<file path="config.mk">
export PLATFORM = sky130hd
export DESIGN_NAME = alu_issue_ctrl
export DESIGN_NICKNAME = d
export VERILOG_FILES = /design/src/rtl/alu_issue_ctrl.sv
export SDC_FILE = /design/constraint.sdc
export NUM_CORES = 1
export LEC_CHECK = 0
export ABC_AREA = 0
export BUFFER_PORTS_ARGS = -buffer_cell sky130_fd_sc_hd__buf_2
export CORE_UTILIZATION = 40
export CTS_BUF_LIST = sky130_fd_sc_hd__clkbuf_4 sky130_fd_sc_hd__clkbuf_8
export DETAILED_ROUTE_END_ITERATION = 8
export GPL_ROUTABILITY_DRIVEN = 0
export GPL_TIMING_DRIVEN = 0
export PLACE_DENSITY_LB_ADDON = 0.12
export REMOVE_ABC_BUFFERS = 1
export SYNTH_ARGS = -nofsm -noshare
export SYNTH_HDL_FRONTEND = slang
export SYNTH_SLANG_ARGS = --single-unit
</file>
<file path="constraint.sdc">
create_clock -name clk -period 2.7 [get_ports clk]
set_clock_uncertainty 0.15 [all_clocks]
set_input_delay 0.54 -clock clk [delete_from_list [all_inputs] [get_ports clk]]
set_output_delay 0.54 -clock clk [all_outputs]
set_load 0.005 [all_outputs]
</file>
<file path="src/rtl/alu_issue_ctrl.sv">
// alu_issue_ctrl: accepts one RV32I R-type, I-type ALU or B-type instruction
// with its operands, decodes it for an external ALU, holds the ALU inputs for
// ALU_LATENCY cycles (legal range 1..4), samples the result, and returns the
// write-back value or branch decision.
//
// Both handshakes are strict valid/ready: a transfer happens on a rising edge
// where valid and ready are both high. in_ready depends only on state, never
// on in_valid. Once out_valid rises, it and every out_* field stay constant
// until the edge where out_ready is seen high.
module alu_issue_ctrl #(
  parameter int ALU_LATENCY = 1
) (
  input  logic        clk,
  input  logic        rst,
  input  logic        in_valid,
  output logic        in_ready,
  input  logic [31:0] instr,
  input  logic [31:0] rs1_val,
  input  logic [31:0] rs2_val,
  output logic [3:0]  alu_op,
  output logic [31:0] alu_a,
  output logic [31:0] alu_b,
  input  logic [31:0] alu_result,
  input  logic        alu_zero,
  input  logic        alu_negative,
  output logic        out_valid,
  input  logic        out_ready,
  output logic [31:0] out_result,
  output logic        out_is_branch,
  output logic        out_branch_taken,
  output logic        out_illegal
);

  localparam logic [3:0] OP_ADD  = 4'd0;
  localparam logic [3:0] OP_SUB  = 4'd1;
  localparam logic [3:0] OP_OR   = 4'd2;
  localparam logic [3:0] OP_XOR  = 4'd3;
  localparam logic [3:0] OP_AND  = 4'd4;
  localparam logic [3:0] OP_SLL  = 4'd5;
  localparam logic [3:0] OP_SRA  = 4'd6;
  localparam logic [3:0] OP_SLTU = 4'd7;
  localparam logic [3:0] OP_SLT  = 4'd8;
  localparam logic [3:0] OP_SRL  = 4'd9;

  localparam logic [6:0] OPC_R = 7'b0110011;
  localparam logic [6:0] OPC_I = 7'b0010011;
  localparam logic [6:0] OPC_B = 7'b1100011;

  localparam logic [6:0] F7_BASE = 7'b0000000;
  localparam logic [6:0] F7_ALT  = 7'b0100000;

  // Wait counter is loaded with LATENCY-1 so the sample happens on the edge
  // that ends the last held cycle.
  localparam logic [1:0] LAT_M1 = 2'(ALU_LATENCY - 1);

  typedef enum logic [1:0] {IDLE, EXEC, RESP} state_t;

  state_t      state, state_next;
  logic        accept;
  logic        sample;
  logic [1:0]  cnt;
  logic [2:0]  br_kind;
  logic        br_flag;
  logic        br_taken;

  logic [6:0]  opcode;
  logic [2:0]  funct3;
  logic [6:0]  funct7;
  logic [3:0]  dec_op;
  logic [31:0] dec_a;
  logic [31:0] dec_b;
  logic        dec_illegal;
  logic        dec_branch;

  // rd/rs1 fields are resolved upstream and the negative flag is not needed
  // by any supported operation.
  logic        unused_inputs;
  assign unused_inputs = ^{alu_negative, instr[19:15], instr[11:7]};

  assign opcode = instr[6:0];
  assign funct3 = instr[14:12];
  assign funct7 = instr[31:25];

  // Decode the presented instruction into ALU opcode/operands and legality.
  always_comb begin
    dec_op      = OP_ADD;
    dec_a       = rs1_val;
    dec_b       = rs2_val;
    dec_illegal = 1'b0;
    dec_branch  = 1'b0;
    case (opcode)
      OPC_R: begin
        if (funct7 == F7_BASE) begin
          case (funct3)
            3'b000:  dec_op = OP_ADD;
            3'b001:  dec_op = OP_SLL;
            3'b010:  dec_op = OP_SLT;
            3'b011:  dec_op = OP_SLTU;
            3'b100:  dec_op = OP_XOR;
            3'b101:  dec_op = OP_SRL;
            3'b110:  dec_op = OP_OR;
            default: dec_op = OP_AND;
          endcase
        end else if (funct7 == F7_ALT && funct3 == 3'b000) begin
          dec_op = OP_SUB;
        end else if (funct7 == F7_ALT && funct3 == 3'b101) begin
          dec_op = OP_SRA;
        end else begin
          dec_illegal = 1'b1;
        end
      end
      OPC_I: begin
        dec_b = {{20{instr[31]}}, instr[31:20]};
        case (funct3)
          3'b000: dec_op = OP_ADD;
          3'b001: begin
            dec_op = OP_SLL;
            dec_b  = {27'd0, instr[24:20]};
            if (funct7 != F7_BASE) dec_illegal = 1'b1;
          end
          3'b010: dec_op = OP_SLT;
          3'b011: dec_op = OP_SLTU;
          3'b100: dec_op = OP_XOR;
          3'b101: begin
            dec_b = {27'd0, instr[24:20]};
            if (funct7 == F7_BASE)     dec_op = OP_SRL;
            else if (funct7 == F7_ALT) dec_op = OP_SRA;
            else                       dec_illegal = 1'b1;
          end
          3'b110:  dec_op = OP_OR;
          default: dec_op = OP_AND;
        endcase
      end
      OPC_B: begin
        dec_branch = 1'b1;
        case (funct3)
          3'b000, 3'b001: dec_op = OP_SUB;
          3'b100, 3'b101: dec_op = OP_SLT;
          3'b110, 3'b111: dec_op = OP_SLTU;
          default:        dec_illegal = 1'b1;
        endcase
      end
      default: dec_illegal = 1'b1;
    endcase
  end

  // Branch condition from the sampled ALU outputs; SLT/SLTU use result bit 0.
  always_comb begin
    br_taken = 1'b0;
    case (br_kind)
      3'b000:         br_taken = alu_zero;
      3'b001:         br_taken = !alu_zero;
      3'b100, 3'b110: br_taken = alu_result[0];
      3'b101, 3'b111: br_taken = !alu_result[0];
      default:        br_taken = 1'b0;
    endcase
  end

  // State register.
  always_ff @(posedge clk) begin
    if (rst) state <= IDLE;
    else     state <= state_next;
  end

  // Next-state logic plus handshake outputs and datapath strobes.
  always_comb begin
    state_next = state;
    in_ready   = 1'b0;
    out_valid  = 1'b0;
    accept     = 1'b0;
    sample     = 1'b0;
    case (state)
      IDLE: begin
        in_ready = 1'b1;
        if (in_valid) begin
          accept     = 1'b1;
          state_next = dec_illegal ? RESP : EXEC;
        end
      end
      EXEC: begin
        if (cnt == 2'd0) begin
          sample     = 1'b1;
          state_next = RESP;
        end
      end
      RESP: begin
        out_valid = 1'b1;
        if (out_ready) state_next = IDLE;
      end
      default: state_next = IDLE;
    endcase
  end

  // ALU drive registers, wait counter and response registers. An illegal
  // instruction leaves the ALU inputs untouched and responds immediately.
  always_ff @(posedge clk) begin
    if (rst) begin
      alu_op           <= OP_ADD;
      alu_a            <= '0;
      alu_b            <= '0;
      cnt              <= '0;
      br_kind          <= '0;
      br_flag          <= 1'b0;
      out_result       <= '0;
      out_is_branch    <= 1'b0;
      out_branch_taken <= 1'b0;
      out_illegal      <= 1'b0;
    end else begin
      if (accept && !dec_illegal) begin
        alu_op  <= dec_op;
        alu_a   <= dec_a;
        alu_b   <= dec_b;
        cnt     <= LAT_M1;
        br_kind <= funct3;
        br_flag <= dec_branch;
      end
      if (accept && dec_illegal) begin
        out_result       <= '0;
        out_is_branch    <= 1'b0;
        out_branch_taken <= 1'b0;
        out_illegal      <= 1'b1;
      end
      if (sample) begin
        out_result       <= br_flag ? 32'd0 : alu_result;
        out_is_branch    <= br_flag;
        out_branch_taken <= br_flag & br_taken;
        out_illegal      <= 1'b0;
      end else if (state == EXEC) begin
        cnt <= cnt - 2'd1;
      end
    end
  end

endmodule

</file>
Yosys cells after proc, flatten, opt, wreduce, memory -nomap -nowiden
Index checks and enable logic that the tools add are counted.

word-level totals
  logic and storage cells = 99
  output and inout port bits = 105
  register bits = 111
  input port bits = 134

cells by class
  bitwise operators = 1
  reduce and logical (&&, ||, !) cells = 23
  mux-type cells = 42
  $add $sub $neg = 1
  equal/unequal tests = 21

operators by type and width
  cell                                                             number
  32-bit two-way mux                                               5
  4-bit case mux with 7 select lines                               2
  3-bit == test, second input constant                             8
  4-bit case mux with 3 select lines                               2
  1-bit two-way mux                                                17
  7-bit by 6-bit == test with 1-bit output, second input constant  2
  2-bit two-way mux                                                7
  2-bit OR reduction                                               7
  3-bit two-way mux                                                3
  4-bit two-way mux                                                2
  7-bit by 5-bit == test with 1-bit output, second input constant  1
  7-bit == test, second input constant                             1
  7-bit zero test                                                  1
  7-bit nonzero test                                               1
  3-bit by 1-bit == test with 1-bit output, second input constant  2
  3-bit by 2-bit == test with 1-bit output, second input constant  2
  3-bit zero test                                                  2
  2-bit != test, second input constant                             3
  2-bit case mux with 3 select lines                               1
  6-bit OR reduction                                               1
  1-bit logical AND                                                4
  2-bit zero test                                                  2
  1-bit case mux with 4 select lines                               1
  1-bit zero test                                                  3
  other kinds (8)                                                  8

Depth between registers and ports, before layout
Gate-level depths: netlist (run 1).

  depth after elaboration = 11
  mapped depth = 8
  depth with buffers taken out = 6

Worst setup path before layout (run 1)
OpenSTA, ideal clock, no wires.

  path type = input to register
  from = in instr[25]
  to = reg alu_b[17]
  setup slack = 0.389 ns
  library setup time = 0.087 ns
  required time = 2.463 ns
  path buffers = 2
  data arrival time = 2.074 ns
  stages = 7
  cells stage by stage = nor4_4 a311o_1 o2111a_1 nand3_1 buf_2 buf_6 a221oi_2

on the way
  cells in the longest elaborated chain, start to end = 8
  elaborated cells between the ends (all ways) = 15
  those cells by class = 1 x eq/ne; 8 x mux; 6 x reduce/logical

RTL lines
  element                                   line           RTL
  start: declaration                        17             input logic [31:0] instr,
  7-bit by 6-bit == test with 1-bit output  104, 106, 127
  1-bit logical AND                         106            end else if (funct7 == F7_ALT && funct3 == 3'b101) begin
  1-bit two-way mux                         106
  1-bit two-way mux                         104            end else if (funct7 == F7_ALT && funct3 == 3'b000) begin
  1-bit two-way mux                         93             if (funct7 == F7_BASE) begin
  1-bit case mux with 3 select lines *      91             case (opcode)
  1-bit zero test *                         209            if (accept && !dec_illegal) begin
  1-bit logical AND *                       209
  end signal: assignment                    200            alu_b <= '0;
  end signal: assignment                    212            alu_b <= dec_b;
  end: declaration                          22             output logic [31:0] alu_b,

Mark *: on every way between the ends. The rest lies on a longest branch, timed or not.
A chain may end at the register's enable or synchronous reset.

Worst setup path in the final report (run 1)
  from = in instr[3]
  to = reg alu_b[10]

on the way
  cells in the longest elaborated chain, start to end = 4
  elaborated cells between the ends (all ways) = 7
  those cells by class = 3 x eq/ne; 2 x mux; 2 x reduce/logical

RTL lines
  element                                line
  7-bit == test (tied with other cells)  91
  1-bit case mux with 3 select lines     91
  1-bit zero test                        209
  1-bit logical AND                      209

Several ways; a longest one is shown, not always the timed one.

==> metrics, run 1 <==
CP Cell Sequence buf_2 -> nor4bb_2 -> nand2_1 -> a31o_4 -> nand3_2 -> buf_12 -> mux2_2; unrepaired setup endpoints after global routing no; clock share of power around 33%; starting density of the core 41.1%; Clock Latency Late Sink between 300 and 400 ps; outcome complete, no violations; Slew headroom 24.1%; DR DRC count 0; fill count 1,110; max cap viols 0; Yosys warnings 0; Crit-path slowest cell nor4bb_2; Hold Vio Cnt, Final 0; Bufs on Longest Clock Path 2; first-pass GRT wire length roughly 24,000 µm; hold_buf cts 0; First DRT Iteration DRCs 310; WP data required 2820 ps; synth unique cells 51; Crit Path Max Fanout 28; nets approximately 860; Setup crit end kind flop; worst setup margin ~160 ps; htree depth 3; I/O Buffers 227; # setup viols final 0; Post-Syn Instances 527; Ports 239; cell area after synthesis 0.00494 mm²; post-synthesis sequential area ratio 45.0%; die outline area 0.0128 mm²; Pre-antenna DRT Iters 4; Root Driver clkbuf_8; delay of the slowest critical-path stage 510 ps; Die Y 113 µm; post-synth top area share 45.0%; Critical Path Start Type primary input; max frequency 393 MHz; ANT nets after route 0; combinational share of power 10.6%; actual slew at the worst max-slew pin 1140 ps; CTS tree yes; switching pwr 742 µW; vias post-DR between 5,000 and 6,000; TNS Setup 0 ps; WL per Instance 17.4 µm; WP buf/inv 2; Sw Share 25.4%; Overflow after GRT 0; GRT Overall Usage 23.1%; Num CTS Buffers 9; Place WS -1440 ps; placed inst area 0.00620 mm²; worst vdd ir 0.000256 V; Post-Syn Area per Cell 9.37 µm²; worst hold margin 210 ps; Flop pwr share 56.5%; Critical Path AT 2670 ps; Min Clock Period, post-route between 2000 and 3000 ps; main flop type after synthesis dfxtp_1; Int Pwr 2.18 mW; Synth area leaders dfxtp_1 (45%), a32o_1 (6.5%), a221oi_2 (6.1%), o31ai_1 (5.6%), a21oi_1 (5.0%); Slew Viols, Final 0; FF+latch count, synth around 110; PD cells ~450 mW/mm²; Cells after DPL 850; Std-Cell Rows 40; Vias/cell 5.74; EDFF count, synth 0; Crit path max-delay family simple AND/OR/NAND/NOR gates; hold crit path type primary input to flop; Yosys top cell by area dfxtp_1; Async SR Flop Fraction 0%; Core Box Area 0.0120 mm²; share of layout cells above drive strength 1 41.7%; DIE WIDTH 113 µm; final wirelength 15,200 µm; LEAKAGE 2.75 nW; worst setup path class primary input to flop; P&R area growth vs syn 31.6%; CTS sink count roughly 110; Finished Cell Area 0.00650 mm²; initial antenna violation count 1; clk slew on worst S/H paths 100 ps; vias in the first global route 4,683; Non-Filler Instances 873; Final Cycle Share 94.1%; Post-DP HPWL between 9000 and 10,000 µm; largest net degree at the start of global routing 82
-- kinds of logic (layout without fill, tap and decap cells) --
logic type | Yosys count | after routing | share of synthesized area (%)
adder cells (fa/ha/maj) | 1 | 1 | 0.253
XOR/XNOR | 2 | 2 | 0.355
multiplexers | 7 | 7 | 1.60
buffers and inverters | 84 | 279 | 7.27
other | 0 | 1 | 0
AO/OA/AOI/OAI | 177 | 180 | 29.1
flip-flops | 111 | 111 | 45.0
AND/OR/NAND/NOR | 145 | 145 | 16.4
-- state kept, by name (all words and copies together), names as in the netlist --
register	count
out_result	32
out_illegal	1
br_flag	1
alu_op	4
out_branch_taken	1
alu_a	32
out_is_branch	1
cnt	2
alu_b	32
state	2
br_kind	3
-- through the flow --
step / util, % / power, mW
2_1_floorplan: - / 1.79
3_3_place_gp: 49.9 / 1.95
3_5_place_dp: 51.6 / 1.98
4_1_cts: 53.9 / 2.95
5_1_grt: 54.1 / 3.05
6_report: 54.1 / 2.92
-- worst register-to-register path: stages, from the launching register on --
cell,delay (ps)
dfxtp_1,350
or3b_2,860
a31oi_1,320
and3_4,460
a221oi_1,140
-- power by group through the flow --
stage | Sequential, mW | Combinational (mW) | Clock [mW]
after floorplan | 1.69 | 0.105 | 0
after global placement | 1.69 | 0.267 | 0
final | 1.65 | 0.308 | 0.960
after detailed placement | 1.69 | 0.290 | 0
after global routing | 1.65 | 0.336 | 1.06
after CTS | 1.65 | 0.304 | 1.00
-- final timing paths --
path                            slack (ps)  cells past startpoint                    from                           to
worst min register to register         320                      2  alu_b[26]$_SDFFE_PP0P_       alu_b[26]$_SDFFE_PP0P_
worst min-delay path                   210                      2          alu_result[18]  out_result[18]$_SDFFE_PP0P_
worst max-delay path                   160                      7                instr[3]       alu_b[10]$_SDFFE_PP0P_
worst max register to register         310                      4   state[1]$_SDFFE_PP0P_       alu_b[31]$_SDFFE_PP0P_
-- cells in the final DEF (no fill, tap or decap), types with 6 or more instances in the layout --
master	n
a21oi_1	49
a221oi_2	20
a311oi_1	6
a31oi_1	10
a32o_1	32
buf_2	227
clkbuf_8	11
dfxtp_1	111
inv_1	24
mux2_2	7
nand2_1	45
nand2b_1	7
nand3_1	7
nand4_1	38
nor2_1	6
nor2b_1	12
o31ai_1	36
-- metal layers --
| layer | vias to the layer above | share of wire (%) | global-route usage [%] |
|---|---|---|---|
| li1 | 2406 | - | - |
| met1 | 2390 | 42 | 28.1 |
| met2 | 187 | 51 | 39.9 |
| met3 | 26 | 5.2 | 4.07 |
| met4 | 0 | 2.3 | 9.82 |
| met5 | - | 0 | 0 |
-- synthesized netlist by cell type (2+ instances only) --
library cell  number
dfxtp_1          111
inv_1             24
and3_1             2
nor4bb_1           2
nand3_1            8
nand2b_1           7
or3b_2             2
nor2b_1           14
nor3_1             4
a221oi_1           2
mux2_2             7
clkbuf_1          36
buf_4              3
a221oi_2          20
o21ai_0            4
buf_2             20
and3b_1            4
a311oi_1           6
and2_1             3
a32o_1            32
a211oi_1           2
o31ai_1           37
nand4_1           38
a21oi_1           49
a31oi_1           11
nand3b_1           3
nor2_1             7
nand2_1           45
o22ai_1            2
-- cell type report --
type                            instances  area, µm²  area share (%)
Multi-Input combinational cell        335       2480            38.1
Sequential cell                       111       2220            34.2
Timing Repair Buffer                  239       1340            20.6
Tap cell                              147        184            2.83
Clock buffer                           13        166            2.56
Inverter                               24       90.1            1.39
Clock inverter                          3       17.5           0.270
Antenna cell                            1       2.50          0.0385
-- timing repair --
item,in CTS,in global routing
pin swaps,3,1
resized for setup,5,5
setup endpoints to repair,74,59
buffers inserted,3,0
gates cloned,2,1
Power figures use the tool's default switching activity.
==> run 2, diff against run 1 <==
- CELL_PAD_IN_SITES_DETAIL_PLACEMENT: not set -> 1
- CELL_PAD_IN_SITES_GLOBAL_PLACEMENT: not set -> 1
- CORE_MARGIN: not set -> 2
- CORE_UTILIZATION: 40 -> 34
==> run 2 against run 1 <==
Sequential cell count is the same. Via count grew 2.5%. Cell area grew 1.6%. Sequential share of layout area shrank 0.53 points. Global-route usage shrank 1.6 points. Routed wire length grew 12%. Worst hold slack lost 11 ps. Combinational power grew 4%. Die area grew 21%. Worst setup slack lost 49 ps. Final cell count grew 4.5%. Largest power group unchanged. Highest routed layer unchanged.
==> metrics, run 2 (synthesis gave the netlist of run 1 again) <==
htree depth 3 (unchanged); vias post-DR 5,132 (was 5,009); final core utilization 45.9% (was 54.1%); Hold Path Origin alu_result[3] (was alu_result[18]); Slew headroom 21.7% (was 24.1%); Overflow after GRT 0 (unchanged); TNS Setup 0 ps (unchanged); most common cell after layout, fill and taps aside buf_2 (unchanged); Die Y 125 µm (was 113 µm); Place WS -1230 ps (was -1440 ps); largest net degree at the start of global routing 56 (was 82); met1 capacity usage during global routing 25.1% (was 28.1%); Std-Cell Rows 44 (was 40); unrepaired setup endpoints after global routing no (unchanged); DIE WIDTH 125 µm (was 113 µm); max cap viols 0 (unchanged); most used routing layer met2 (unchanged); P&R area growth vs syn 33.7% (was 31.6%); Reg-to-Reg Start state[1]$_SDFFE_PP0P_ (unchanged); Post-DP HPWL 11,400 µm (was 9700 µm); nets 857 (was 855); initial antenna violation count 1 (unchanged); ANT nets after route 0 (unchanged); Endpoint, Worst Hold out_result[3]$_SDFFE_PP0P_ (was out_result[18]$_SDFFE_PP0P_); Clock Latency Late Sink 390 ps (was 370 ps); DR DRC count 0 (unchanged); Setup crit start instr[28] (was instr[3]); CTS sink count 111 (unchanged); PD cells 445 mW/mm² (was 449 mW/mm²); max frequency 386 MHz (was 393 MHz); worst vdd ir 0.000230 V (was 0.000256 V); routing usage on met2 38.2% (was 39.9%); GRT met3 Usage 5.93% (was 4.07%); Root Driver clkbuf_8 (unchanged); Num CTS Buffers 9 (unchanged); Bufs on Longest Clock Path 2 (unchanged); starting density of the core 34.4% (was 41.1%); most frequent cells in the layout buf_2 (226), dfxtp_1 (111), a21oi_1 (49) (was buf_2 (227), dfxtp_1 (111), a21oi_1 (49)); worst hold margin 199 ps (was 210 ps); vias in the first global route 5,292 (was 4,683); worst hold stages 2 (unchanged); R2R Setup Slk 320 ps (was 310 ps); Vias/cell 5.63 (was 5.74); Final Cycle Share 96.0% (was 94.1%); CTS tree yes (unchanged); Critical Path AT 2730 ps (was 2670 ps); Ports 239 (unchanged); Slew Viols, Final 0 (unchanged); die outline area 0.0155 mm² (was 0.0128 mm²); Largest regs alu_a (32), alu_b (32), out_result (32) (unchanged); Setup crit end kind flop (unchanged); outcome complete, no violations (unchanged); Min Clock Period, post-route 2590 ps (was 2540 ps); Critical Path Start Type primary input (unchanged); final wirelength 17,000 µm (was 15,200 µm); worst setup path class primary input to flop (unchanged); I/O Buffers 227 (unchanged); Reg-to-Reg End alu_b[31]$_SDFFE_PP0P_ (unchanged); share of layout cells above drive strength 1 42.1% (was 41.7%); first-pass GRT wire length 27,200 µm (was 23,600 µm); LEAKAGE 2.77 nW (was 2.75 nW); # setup viols final 0 (unchanged); actual slew at the worst max-slew pin 1170 ps (was 1140 ps); clk slew on worst S/H paths 110 ps (was 100 ps); worst setup margin 109 ps (was 158 ps); WL per Instance 18.7 µm (was 17.4 µm); Reg2Reg Depth 4 (unchanged); Crit Path Max Fanout 41 (was 28); Hold Vio Cnt, Final 0 (unchanged); Pre-antenna DRT Iters 5 (was 4); WP data required 2840 ps (was 2820 ps); First DRT Iteration DRCs 238 (was 310); hold crit path type primary input to flop (unchanged); GRT Overall Usage 21.5% (was 23.1%); Core Box Area 0.0144 mm² (was 0.0120 mm²)
[run 2: cell type report]
cell class                      instances  area, µm²
Antenna cell                            1       2.50
Clock buffer                            9        124
Inverter                               24       90.1
Multi-Input combinational cell        334       2490
Timing Repair Buffer                  242       1380
Fill cell                            1728       7770
Tap cell                              184        230
Sequential cell                       111       2220
Clock inverter                          7       56.3
[run 2: power by group]
part	leakage [nW]	switching [mW]	total [mW]	internal, mW
Combinational	1.79	0.192	0.321	0.130
Sequential	0.895	0.00486	1.65	1.65
Clock	0.0890	0.619	0.966	0.347
[run 2: metrics by stage]
stage	cells	cell area [µm²]	power, mW
after detailed placement	888	6300	1.99
after floorplan	467	4670	1.79
final	912	6600	2.94
after global placement	878	6040	1.96
after global routing	912	6600	3.06
after CTS	911	6580	2.98
[run 2: worst max-delay path by stage]
| stage | cells after the start | slack (ps) | to |
|---|---|---|---|
| 3_3_place_gp | 6 | -5000 | out_result[6]$_SDFFE_PP0P_ |
| 2_1_floorplan | 5 | -2370 | out_result[0]$_SDFFE_PP0P_ |
| 3_5_place_dp | 6 | -1230 | alu_b[31]$_SDFFE_PP0P_ |
| 6_report | 8 | 110 | alu_b[8]$_SDFFE_PP0P_ |
| 5_1_grt | 8 | 4 | alu_b[31]$_SDFFE_PP0P_ |
| 4_1_cts | 6 | 3 | alu_b[31]$_SDFFE_PP0P_ |
[run 2: repair_timing]
item | in CTS | in global routing
endpoints found under the setup margin | 95 | 27
hold buffers | 0 | 0
gates cloned | 2 | 0
resized for setup | 8 | 4
buffers inserted | 5 | 0
pin swaps | 3 | 0
[run 2: worst max-delay path, cell delays in order]
cell and delay [ps]:
buf_2 120, nor4_4 320, a311o_1 290, o2111a_2 370, buf_12 260, nand3_4 270
buf_16 260, mux2_2 270
[run 2: routing by layer]
layer / vias up / share of wire, %
met3: 26 / 5.3
met1: 2531 / 42
met5: - / 0
met2: 168 / 51
met4: 0 / 1.6
li1: 2407 / -
==> run 3, diff against run 2 <==
- CORE_UTILIZATION: 34 -> 31
- clock period: 2.7 -> 2.2 ns (I/O delays scaled with it)
==> run 3 against run 2 <==
Clock power up 18%. Core utilization fell by 2.8 points. Global-route usage decreased by 1.2 points. Non-clock buffer count rose by 10. Routed wire length up 5.5%. Critical path type unchanged. Critical endpoint unchanged. Largest cell class unchanged. Highest routed layer unchanged.
==> metrics, run 3 (synthesis gave the netlist of run 1 again) <==
outcome complete, no violations (unchanged); Slew Viols, Final 0 (unchanged); DR WL met2 8820 µm (was 8710 µm); Top Layer Used met4 (unchanged); nets 869 (was 857); CTS tree yes (unchanged); CTS sink count 111 (unchanged); clk slew on worst S/H paths 100 ps (was 110 ps); WP data required 2320 ps (was 2840 ps); share of layout cells above drive strength 1 43.6% (was 42.1%); largest net degree at the start of global routing 48 (was 56); WL per Instance 18.8 µm (was 18.7 µm); Reg2Reg Depth 4 (unchanged); Die Y 130 µm (was 125 µm); worst setup path class primary input to flop (unchanged); Overflow after GRT 0 (unchanged); Crit-path slowest cell or3b_1 (was o2111a_2); Post-DP HPWL 11,800 µm (was 11,400 µm); Num CTS Buffers 9 (unchanged); hold crit path type primary input to flop (unchanged); most common cell after layout, fill and taps aside buf_2 (unchanged); fill count 1,848 (was 1,728); starting density of the core 31.4% (was 34.4%); P&R area growth vs syn 37.3% (was 33.7%); Root Driver clkbuf_8 (unchanged); actual slew at the worst max-slew pin 746 ps (was 1170 ps); vias in the first global route 5,160 (was 5,292); Min Clock Period, post-route 2180 ps; max cap viols 0 (unchanged); Slew headroom 50.1% (was 21.7%); worst vdd ir 0.000272 V (was 0.000230 V); n_diodes 0 (was 1); Most common cell on crit path buf_12; max frequency 458 MHz; final wirelength 18,000 µm (was 17,000 µm); DIE WIDTH 130 µm (was 125 µm); Multi-input gate area 0.00254 mm² (was 0.00249 mm²); Critical Path Start Type primary input (unchanged); register area 0.00222 mm² (unchanged); TNS Setup 0 ps (unchanged); Non-Filler Instances 955 (was 912); Std-Cell Rows 46 (was 44); most frequent cells in the layout buf_2 (226), dfxtp_1 (111), a21oi_1 (49) (unchanged); Final Cycle Share 99.2%; I/O Buffers 227 (unchanged); die outline area 0.0170 mm² (was 0.0155 mm²); ANT nets after route 0 (unchanged); Core Box Area 0.0157 mm² (was 0.0144 mm²); Cells after DPL 920 (was 888); hold_buf cts 0 (unchanged); First DRT Iteration DRCs 207 (was 238); Largest regs alu_a (32), alu_b (32), out_result (32) (unchanged); Crit Path Max Fanout 17 (was 41); M1 WL 7710 µm (was 7150 µm); Bufs on Longest Clock Path 2 (unchanged); worst hold stages 2 (unchanged); delay of the slowest critical-path stage 380 ps (was 370 ps); initial antenna violation count 0 (was 1); htree depth 3 (unchanged); DR WL met3 1060 µm (was 897 µm); Clock Latency Late Sink 370 ps (was 390 ps); first-pass GRT wire length 27,200 µm (about the same); Setup crit end kind flop (unchanged); Vias/cell 5.40 (was 5.63); Total Power 3.58 mW (was 2.94 mW); PD cells 528 mW/mm² (was 445 mW/mm²); LEAKAGE 2.86 nW (was 2.77 nW); Ports 239 (unchanged); unrepaired setup endpoints after global routing yes (was no); CP Cell Sequence buf_2 -> or3b_1 -> a311o_1 -> o2111a_2 -> buf_12 -> nand3_4 -> buf_12 -> mux2_2 (was buf_2 -> nor4_4 -> a311o_1 -> o2111a_2 -> buf_12 -> nand3_4 -> buf_16 -> mux2_2); Hold Vio Cnt, Final 0 (unchanged); # setup viols final 0 (unchanged); final core utilization 43.2% (was 45.9%); DR DRC count 0 (unchanged); Pre-antenna DRT Iters 4 (was 5); GRT Overall Usage 20.3% (was 21.5%); Critical Path AT 2300 ps (was 2730 ps); vias post-DR 5,153 (was 5,132)
==> run 3: final cells by class <==
cell class / instances / area share [%]
Multi-Input combinational cell: 336 / 37.4
Sequential cell: 111 / 32.8
Timing Repair Buffer: 252 / 22.0
Tap cell: 216 / 3.98
Clock buffer: 10 / 1.94
Inverter: 24 / 1.33
Clock inverter: 6 / 0.535
==> run 3: critical path, delay by kind of cell <==
kind / cells / cell delay (ps)
AOI/OAI and AO/OA: 2 / 520
buffers and inverters: 3 / 490
muxes: 1 / 340
and+or+nand+nor: 2 / 500
==> run 3: report_power, final <==
group	internal, mW	total [mW]	leakage (nW)	switching, mW
Combinational	0.173	0.416	1.87	0.243
Sequential	2.02	2.03	0.895	0.00647
Clock	0.423	1.14	0.0896	0.716
Total	2.62	3.58	2.86	0.965
==> run 3: metal layers <==
metal  vias to the layer above  track usage [%]
li1                       2430                -
met1                      2553             25.5
met2                       147             34.7
met3                        23             3.69
met4                         0             7.53
met5                         -                0
==> run 3: final timing paths <==
path | from | endpoint | slack (ps)
max | instr[5] | alu_b[8]$_SDFFE_PP0P_ | 20
min | alu_result[11] | out_result[11]$_SDFFE_PP0P_ | 110
max reg2reg | state[1]$_SDFFE_PP0P_ | alu_b[31]$_SDFFE_PP0P_ | 90
min reg2reg | alu_b[15]$_SDFFE_PP0P_ | alu_b[15]$_SDFFE_PP0P_ | 320
==> run 3: per-stage QoR <==
step	hold WS [ps]	instance area (µm²)	worst slack [ps]
after CTS	86.6	6700	-8.36
after global placement	293	6080	-5560
after detailed placement	306	6330	-1730
after floorplan	292	4670	-2770
final	115	6780	16.8
after global routing	94.5	6780	-6.64
==> run 3: what timing repair did <==
action	CTS	global route
gates cloned	5	1
endpoints found under the setup margin	111	66
setup buffers	7	6
resized for setup	17	5
pin swaps	8	3
